===== config.mk =====
export PLATFORM = sky130hd
export DESIGN_NAME = instruction_fetch_unit_flat
export DESIGN_NICKNAME = d
export VERILOG_FILES = /design/src/rtl/instruction_fetch_unit_if.sv /design/src/rtl/instruction_fetch_unit.sv /design/src/flat_wrapper.sv
export SDC_FILE = /design/constraint.sdc
export NUM_CORES = 1
export LEC_CHECK = 0
export ABC_AREA = 1
export CAP_MARGIN = 20
export CORE_UTILIZATION = 50
export CTS_BUF_LIST = sky130_fd_sc_hd__clkbuf_4 sky130_fd_sc_hd__clkbuf_8 sky130_fd_sc_hd__clkbuf_16
export DETAILED_ROUTE_END_ITERATION = 8
export PLACE_DENSITY = 0.94
export SYNTH_ARGS = -nofsm -noshare
export SYNTH_HDL_FRONTEND = slang
export SYNTH_SLANG_ARGS = --single-unit

===== constraint.sdc =====
create_clock -name clk -period 3.7 [get_ports clk]
set_input_delay 0.37 -clock clk [delete_from_list [all_inputs] [get_ports clk]]
set_output_delay 0.37 -clock clk [all_outputs]
set_load 0.02 [all_outputs]

===== src/rtl/instruction_fetch_unit_if.sv =====
// Instruction memory read bus: registered req/addr from fetch,
// ack/rdata returned by the memory.
interface instruction_fetch_unit_if #(
   parameter int ADDR_W = 16,
   parameter int DATA_W = 16
);
   logic              mem_req;
   logic [ADDR_W-1:0] mem_addr;
   logic              mem_ack;
   logic [DATA_W-1:0] mem_rdata;

   modport master (
      output mem_req,
      output mem_addr,
      input  mem_ack,
      input  mem_rdata
   );

   modport slave (
      input  mem_req,
      input  mem_addr,
      output mem_ack,
      output mem_rdata
   );
endinterface


===== src/rtl/instruction_fetch_unit.sv =====
// Fetch stage: PC, req/ack instruction reads, instruction register
// with its PC, stall and redirect handling.
module instruction_fetch_unit #(
   parameter int              ADDR_W   = 16,
   parameter int              DATA_W   = 16,
   parameter int              IMM_W    = 8,
   parameter logic [ADDR_W-1:0] PC_RESET = '0,
   parameter int              PC_STEP  = 2
) (
   input  logic              clk,
   input  logic              reset,
   instruction_fetch_unit_if.master mem,
   input  logic              stall,
   input  logic              redirect,
   input  logic [ADDR_W-1:0] redirect_pc,
   output logic [DATA_W-1:0] instr,
   output logic              instr_valid,
   output logic [ADDR_W-1:0] pc_out,
   output logic [3:0]        opcode,
   output logic [IMM_W-1:0]  imm8_out
);

   typedef enum logic [1:0] {
      REQ,
      WAIT,
      HOLD,
      DRAIN
   } state_t;

   state_t            state, state_n;
   logic [ADDR_W-1:0] pc, pc_n;
   logic              req_n;
   logic [ADDR_W-1:0] addr_n;
   logic [DATA_W-1:0] instr_n;
   logic              valid_n;
   logic [ADDR_W-1:0] pc_out_n;
   logic [ADDR_W-1:0] pc_inc;
   logic              ack;
   logic              slot_free;

   assign pc_inc    = pc + ADDR_W'(PC_STEP);
   assign ack       = mem.mem_req & mem.mem_ack;
   assign slot_free = ~instr_valid | ~stall;
   assign opcode    = instr[DATA_W-1 -: 4];
   assign imm8_out  = instr[IMM_W-1:0];

   always_ff @(posedge clk) begin
      if (reset) begin
         state        <= REQ;
         pc           <= PC_RESET;
         mem.mem_req  <= 1'b0;
         mem.mem_addr <= PC_RESET;
         instr        <= '0;
         instr_valid  <= 1'b0;
         pc_out       <= '0;
      end else begin
         state        <= state_n;
         pc           <= pc_n;
         mem.mem_req  <= req_n;
         mem.mem_addr <= addr_n;
         instr        <= instr_n;
         instr_valid  <= valid_n;
         pc_out       <= pc_out_n;
      end
   end

   always_comb begin
      state_n  = state;
      pc_n     = pc;
      req_n    = mem.mem_req;
      addr_n   = mem.mem_addr;
      instr_n  = instr;
      valid_n  = instr_valid & stall;
      pc_out_n = pc_out;
      if (redirect) begin
         pc_n    = redirect_pc;
         valid_n = 1'b0;
         // An unacked request must still complete on the bus.
         if (mem.mem_req && !mem.mem_ack) begin
            state_n = DRAIN;
         end else begin
            state_n = REQ;
            req_n   = 1'b0;
         end
      end else begin
         unique case (state)
            REQ: begin
               req_n   = 1'b1;
               addr_n  = pc;
               state_n = WAIT;
            end
            WAIT: begin
               if (ack) begin
                  if (slot_free) begin
                     instr_n  = mem.mem_rdata;
                     pc_out_n = mem.mem_addr;
                     valid_n  = 1'b1;
                     pc_n     = pc_inc;
                     addr_n   = pc_inc;
                  end else begin
                     // Word dropped; pc unchanged so it is refetched.
                     req_n   = 1'b0;
                     state_n = HOLD;
                  end
               end
            end
            HOLD: begin
               if (!stall) state_n = REQ;
            end
            DRAIN: begin
               if (ack) begin
                  req_n   = 1'b0;
                  state_n = REQ;
               end
            end
            default: state_n = REQ;
         endcase
      end
   end

endmodule


===== src/flat_wrapper.sv =====
// flat-port wrapper written by rule: the top's interface ports become plain ports
module instruction_fetch_unit_flat 
#(
   parameter int              ADDR_W   = 16,
   parameter int              DATA_W   = 16,
   parameter int              IMM_W    = 8,
   parameter logic [ADDR_W-1:0] PC_RESET = '0,
   parameter int              PC_STEP  = 2
)
  (clk, reset, stall, redirect, redirect_pc, instr, instr_valid, pc_out, opcode, imm8_out, mem_mem_req, mem_mem_addr, mem_mem_ack, mem_mem_rdata);
  instruction_fetch_unit_if #(.ADDR_W(ADDR_W), .DATA_W(DATA_W)) mem_i ();
  input  logic clk;
  input  logic reset;
  input  logic stall;
  input  logic redirect;
  input  logic [ADDR_W-1:0] redirect_pc;
  output logic [DATA_W-1:0] instr;
  output logic instr_valid;
  output logic [ADDR_W-1:0] pc_out;
  output logic [3:0] opcode;
  output logic [IMM_W-1:0] imm8_out;
  output wire logic [$bits(mem_i.mem_req)-1:0] mem_mem_req;
  output wire logic [$bits(mem_i.mem_addr)-1:0] mem_mem_addr;
  input wire logic [$bits(mem_i.mem_ack)-1:0] mem_mem_ack;
  input wire logic [$bits(mem_i.mem_rdata)-1:0] mem_mem_rdata;
  assign mem_mem_req = mem_i.mem_req;
  assign mem_mem_addr = mem_i.mem_addr;
  assign mem_i.mem_ack = mem_mem_ack;
  assign mem_i.mem_rdata = mem_mem_rdata;
  instruction_fetch_unit #(.ADDR_W(ADDR_W), .DATA_W(DATA_W), .IMM_W(IMM_W), .PC_RESET(PC_RESET), .PC_STEP(PC_STEP)) u_core (.clk(clk), .reset(reset), .mem(mem_i), .stall(stall), .redirect(redirect), .redirect_pc(redirect_pc), .instr(instr), .instr_valid(instr_valid), .pc_out(pc_out), .opcode(opcode), .imm8_out(imm8_out));
endmodule

# --- Word level (Yosys, flattened, before mapping) ---
# Cells that the tools add are included.
classes:
  add_sub_neg: 1
  n_eq_ne: 10
  n_mux: 21
  bitwise_logic: 6
  reduce_logical: 14
op_table:
  columns: ["cell", "n"]
  rows:
  - ["$mux 16", 4]
  - ["$pmux 16 s2", 1]
  - ["$add 16x2->16 const B", 1]
  - ["$mux 2", 6]
  - ["$reduce_and 4->1", 3]
  - ["$mux 1", 8]
  - ["$pmux 2 s4", 1]
  - ["$reduce_bool 2->1", 4]
  - ["$ne 3x2->1 const B", 2]
  - ["$ne 3x3->1 const B", 2]
  - ["$reduce_and 5->1", 1]
  - ["$eq 2x2->1 const B", 2]
  - ["$ne 2x1->1 const B", 2]
  - ["$reduce_bool 4->1", 1]
  - ["$not 1->1", 3]
  - ["$pmux 1 s3", 1]
  - ["$reduce_and 3->1", 1]
  - ["$and 1x1->1", 2]
  - ["$eq 2x1->1 const B", 1]
  - ["$logic_not 2->1", 1]
  - ["$ne 2x2->1 const B", 1]
  - ["$reduce_or 2->1", 1]
  - ["$logic_and 1x1->1", 1]
  - ["$logic_not 1->1", 1]
  - ["$or 1x1->1", 1]
word_totals:
  reg_bits: 68
  in_bits: 37
  wordCells: 59

# --- Longest topological paths before layout ---
depth:
  depth_word: 6
  ltp_mapped: 11
  depth_no_buf: 10

# --- Worst setup path before layout ---
# OpenSTA, ideal clock, no wires.
synth_path:
  kind: "reg2reg"
  startpoint: "register u_core.state[1]"
  endpoint: "register u_core.mem.mem_addr[12]"
  setup_ns: 0.119
  t_arrival_ns: 1.424
  required_ns: 3.581
  setup_slack_ns: 2.156
  stages_incl_launch_ff: 12
  period_less_slack_ns: 1.544
  cell_sequence: "dfxtp_1 -> inv_1 -> ha_1 -> buf_4 -> inv_4 -> nor2_4 -> nand3_4 -> nand2_4 -> inv_2 -> buf_6 -> a21oi_2 -> a21oi_1"
synth_via:
  elab_chain_len: 3
synth_lines:
  columns: ["item", "line", "text"]
  rows:
  - ["from (decl)", "instruction_fetch_unit.sv:30", "state_t state, state_n;"]
  - ["from (signal assigned)", "instruction_fetch_unit.sv:57", "state <= state_n;"]
  - ["$eq 2x1->1 or $logic_not 2->1 (tied branches)", "instruction_fetch_unit.sv:86", "unique case (state)"]
  - ["$ne 2x1->1 (no line) or $reduce_bool 2->1 (tied branches)", null, null]
  - ["$reduce_and 4->1 (no line)", null, null]
  - ["to (signal assigned)", "instruction_fetch_unit.sv:60", "mem.mem_addr <= addr_n;"]
  - ["to (decl)", "instruction_fetch_unit_if.sv:14", "output mem_addr,"]
# Parallel ways exist; a longest one is shown, timed or not.
# A chain may end at the register's enable or synchronous reset.

# --- Worst setup path after layout ---
layout_path:
  startpoint: "register u_core.state[1]"
  endpoint: "register u_core.pc[12]"
layout_via:
  elab_chain_len: 3
layout_lines:
  columns: ["item", "line", "text"]
  rows:
  - ["$eq 2x1->1", "instruction_fetch_unit.sv:86", null]
  - ["$reduce_bool 2->1 (no line)", null, null]
  - ["$reduce_and 3->1 (no line)", null, null]
  - ["to (signal assigned)", "instruction_fetch_unit.sv:58", "pc <= pc_n;"]
  - ["to (decl)", "instruction_fetch_unit.sv:31", "logic [ADDR_W-1:0] pc, pc_n;"]
# Every way passes these cells.

==> flow_metrics.tcl <==
set metrics [dict create \
    hold_path.class "flip-flop to flip-flop" \
    p_int_mw 1.42 \
    max_slew_margin_pct 56.3 \
    worstSetupEndpointType "flip-flop" \
    drt-wirelength-per-cell_um 14.9 \
    htreeDepth 3 \
    arrival_ns 2.49 \
    drc 0 \
    grt_overflow 0 \
    mostFrequentLayoutCell "nand2_1" \
    pre_cts_ws_ns 1.53 \
    layout_common_cells "130 x nand2_1, 98 x clkdlybuf4s50_1, 68 x dfxtp_1" \
    finalWirelength_um 8800 \
    finalHoldViolCount 0 \
    path_clk_slew_ns 0.07 \
    grt_pass1_vias 3022 \
    holdWs_ns 0.467 \
    syn_area_um2 3180 \
    avgSynthCellArea_um2 7.41 \
    firstDrtPassIters 4 \
    drv_slew 0 \
    grtUsageTotal_pct 27.3 \
    fin_skew_ns 0.0104 \
    ys_ff_latch 68 \
    min_period_over_period_pct 59.6 \
    grt_max_degree 46 \
    tritoncts "done" \
    ys_seq_area_share_pct 42.8 \
    die_x_um 81.8 \
    path_max_fanout 17 \
    critPathKind "flip-flop to flip-flop" \
    cts_hold_buf 0 \
    core_um2 6030 \
    cts-root-buf "clkbuf_8" \
    fmax_mhz 454 \
    antenna_cells 0 \
    cts_made_buffers 9 \
    max-cap-violations 0 \
    io_pins 99 \
    rsz0062_at_grt "no" \
    postSynthCellCount 430 \
    synth_area_leaders "dfxtp_1 43%, nand2_1 15%, a21oi_1 9.9%" \
    worstMarginPinSlew_ns 0.656 \
    postCtsSetupRepairBufs 0 \
    critPathLaunchType "flip-flop" \
    antenna_found_initial 0 \
    ys_async_sr_fraction_pct 0 \
    power_density_nw_per_um2 461 \
    ant_nets 0 \
    period_needed_ns 2.20 \
    num_rows 28 \
    layout_setup_ws_ns 1.50 \
    cts.sink_count 68 \
    place.gp.congestion 0.901 \
    setup_viol 0 \
    ir_drop_mv 0.338 \
    final_util_pct 71.9 \
    drtIter0Drc 274 \
    grt_pass1_wl_um 13700 \
    clockBufferDepth 2 \
    power.leakage_nw 1.59 \
    start_util_pct 52.8 \
    num_vias 3245 \
    post-dp-hpwl_um 6050 \
    drive_gt1_share_pct 7.17 \
    p_sw_share_pct 29.2 \
    vias_per_cell 5.49 \
    syn-num-nets 473 \
    clkPwrFrac_pct 37.4 \
    die-area_um2 6690 \
    post_cts_resized 0 \
    synth-edff-count 0 \
    ys_warn_count 0 \
    synthFlopType "dfxtp_1" \
    area_delta_synth_final_pct 36.1 \
    status "complete, no violations" \
    clk_latency_ns 0.35 \
    p_comb_share_pct 20.5 \
    netSwitchingPower_mw 0.583 \
    yosysTopAreaCell "dfxtp_1" \
    fp.dieH_um 81.8 \
    port-buffer-count 98 \
    fin_tns_setup_ns 0 \
    crit_required_ns 3.98 \
    seq_power_share_pct 42.2 \
    netlist.area_leader.share_pct 42.8 \
    ys_types 27 \
    nets 554 \
]
-- area by class of cell --
type | instances | area, um2
multi-input combinational | 306 | 1520
tap | 75 | 93.8
clock inverter | 6 | 113
inverter | 22 | 85.1
timing repair buffer | 104 | 1030
clock buffer | 10 | 131
sequential | 68 | 1360
fill | 458 | 1690
-- through the flow --
stage | power (mW) | std cells | instance area, um2
2_1_floorplan | 1.09 | 430 | 3180
3_3_place_gp | 1.25 | 575 | 4090
3_5_place_dp | 1.26 | 575 | 4090
4_1_cts | 2.00 | 591 | 4330
5_1_grt | 2.08 | 591 | 4330
6_report | 2.00 | 591 | 4330
-- kinds of logic (layout without fill, tap and decap cells) --
kind of cell	count (synthesis)	in the layout	share of synthesized area [%]
flops	68	68	42.8
buf+inv	56	142	9.39
simple gates	179	179	23.2
fa+ha+maj	6	6	2.36
xor+xnor	8	8	2.20
compound gates	113	113	20.1
-- path summary, 6_finish.rpt --
kind / from / depth (start not counted) / end / slack [ns]
setup / recovery: u_core.state[1] / 8 / u_core.pc[12] / 1.50
hold / removal: u_core.pc_out[15] / 2 / u_core.pc_out[15] / 0.47
hold reg to reg: u_core.pc_out[15] / 2 / u_core.pc_out[15] / 0.47
setup reg to reg: u_core.state[1] / 8 / u_core.pc[12] / 1.50
-- registers in the layout (all words and copies together), names as in the netlist --
| name | flops |
|---|---|
| u_core.instr | 16 |
| u_core.mem.mem_addr | 16 |
| u_core.pc | 16 |
| u_core.pc_out | 16 |
| u_core.state | 2 |
| u_core.instr_valid | 1 |
| u_core.mem.mem_req | 1 |
-- synth_stat cells (3+ instances only) --
cell      count
nor2_1       20
a21boi_0     10
xnor2_1       6
buf_4        18
inv_1        19
nand3_1      21
clkbuf_1     11
buf_2         3
a21oi_1      63
ha_1          6
nand2_1     130
a21oi_2       9
dfxtp_1      68
o21ai_0      24
nand4_1       4
a211oi_1      3
-- power groups by stage --
stage	clock network [mW]	registers [mW]	logic, mW
final	0.747	0.842	0.409
after CTS	0.753	0.840	0.406
after global routing	0.790	0.849	0.443
after global placement	0	0.855	0.391
after detailed placement	0	0.857	0.400
after floorplan	0	0.889	0.201
-- worst max-delay path, cell delays in order (launching register included) --
cell,delay (ns)
dfxtp_1,0.36
inv_1,0.09
ha_1,0.18
buf_4,0.20
inv_4,0.23
nor2_1,0.11
a21oi_2,0.55
a21boi_0,0.23
a21oi_1,0.18
-- layer usage --
| metal | global-route usage (%) | vias to the layer above | routed length [um] | part of all wire [%] |
|---|---|---|---|---|
| met3 | 7.67 | 23 | 779 | 8.9 |
| met5 | 0 | - | 0 | 0 |
| met4 | 14.2 | 0 | 216 | 2.5 |
| met2 | 46.9 | 173 | 4390 | 50 |
| li1 | - | 1563 | - | - |
| met1 | 30.4 | 1486 | 3410 | 39 |
Power figures use the tool's default switching activity.
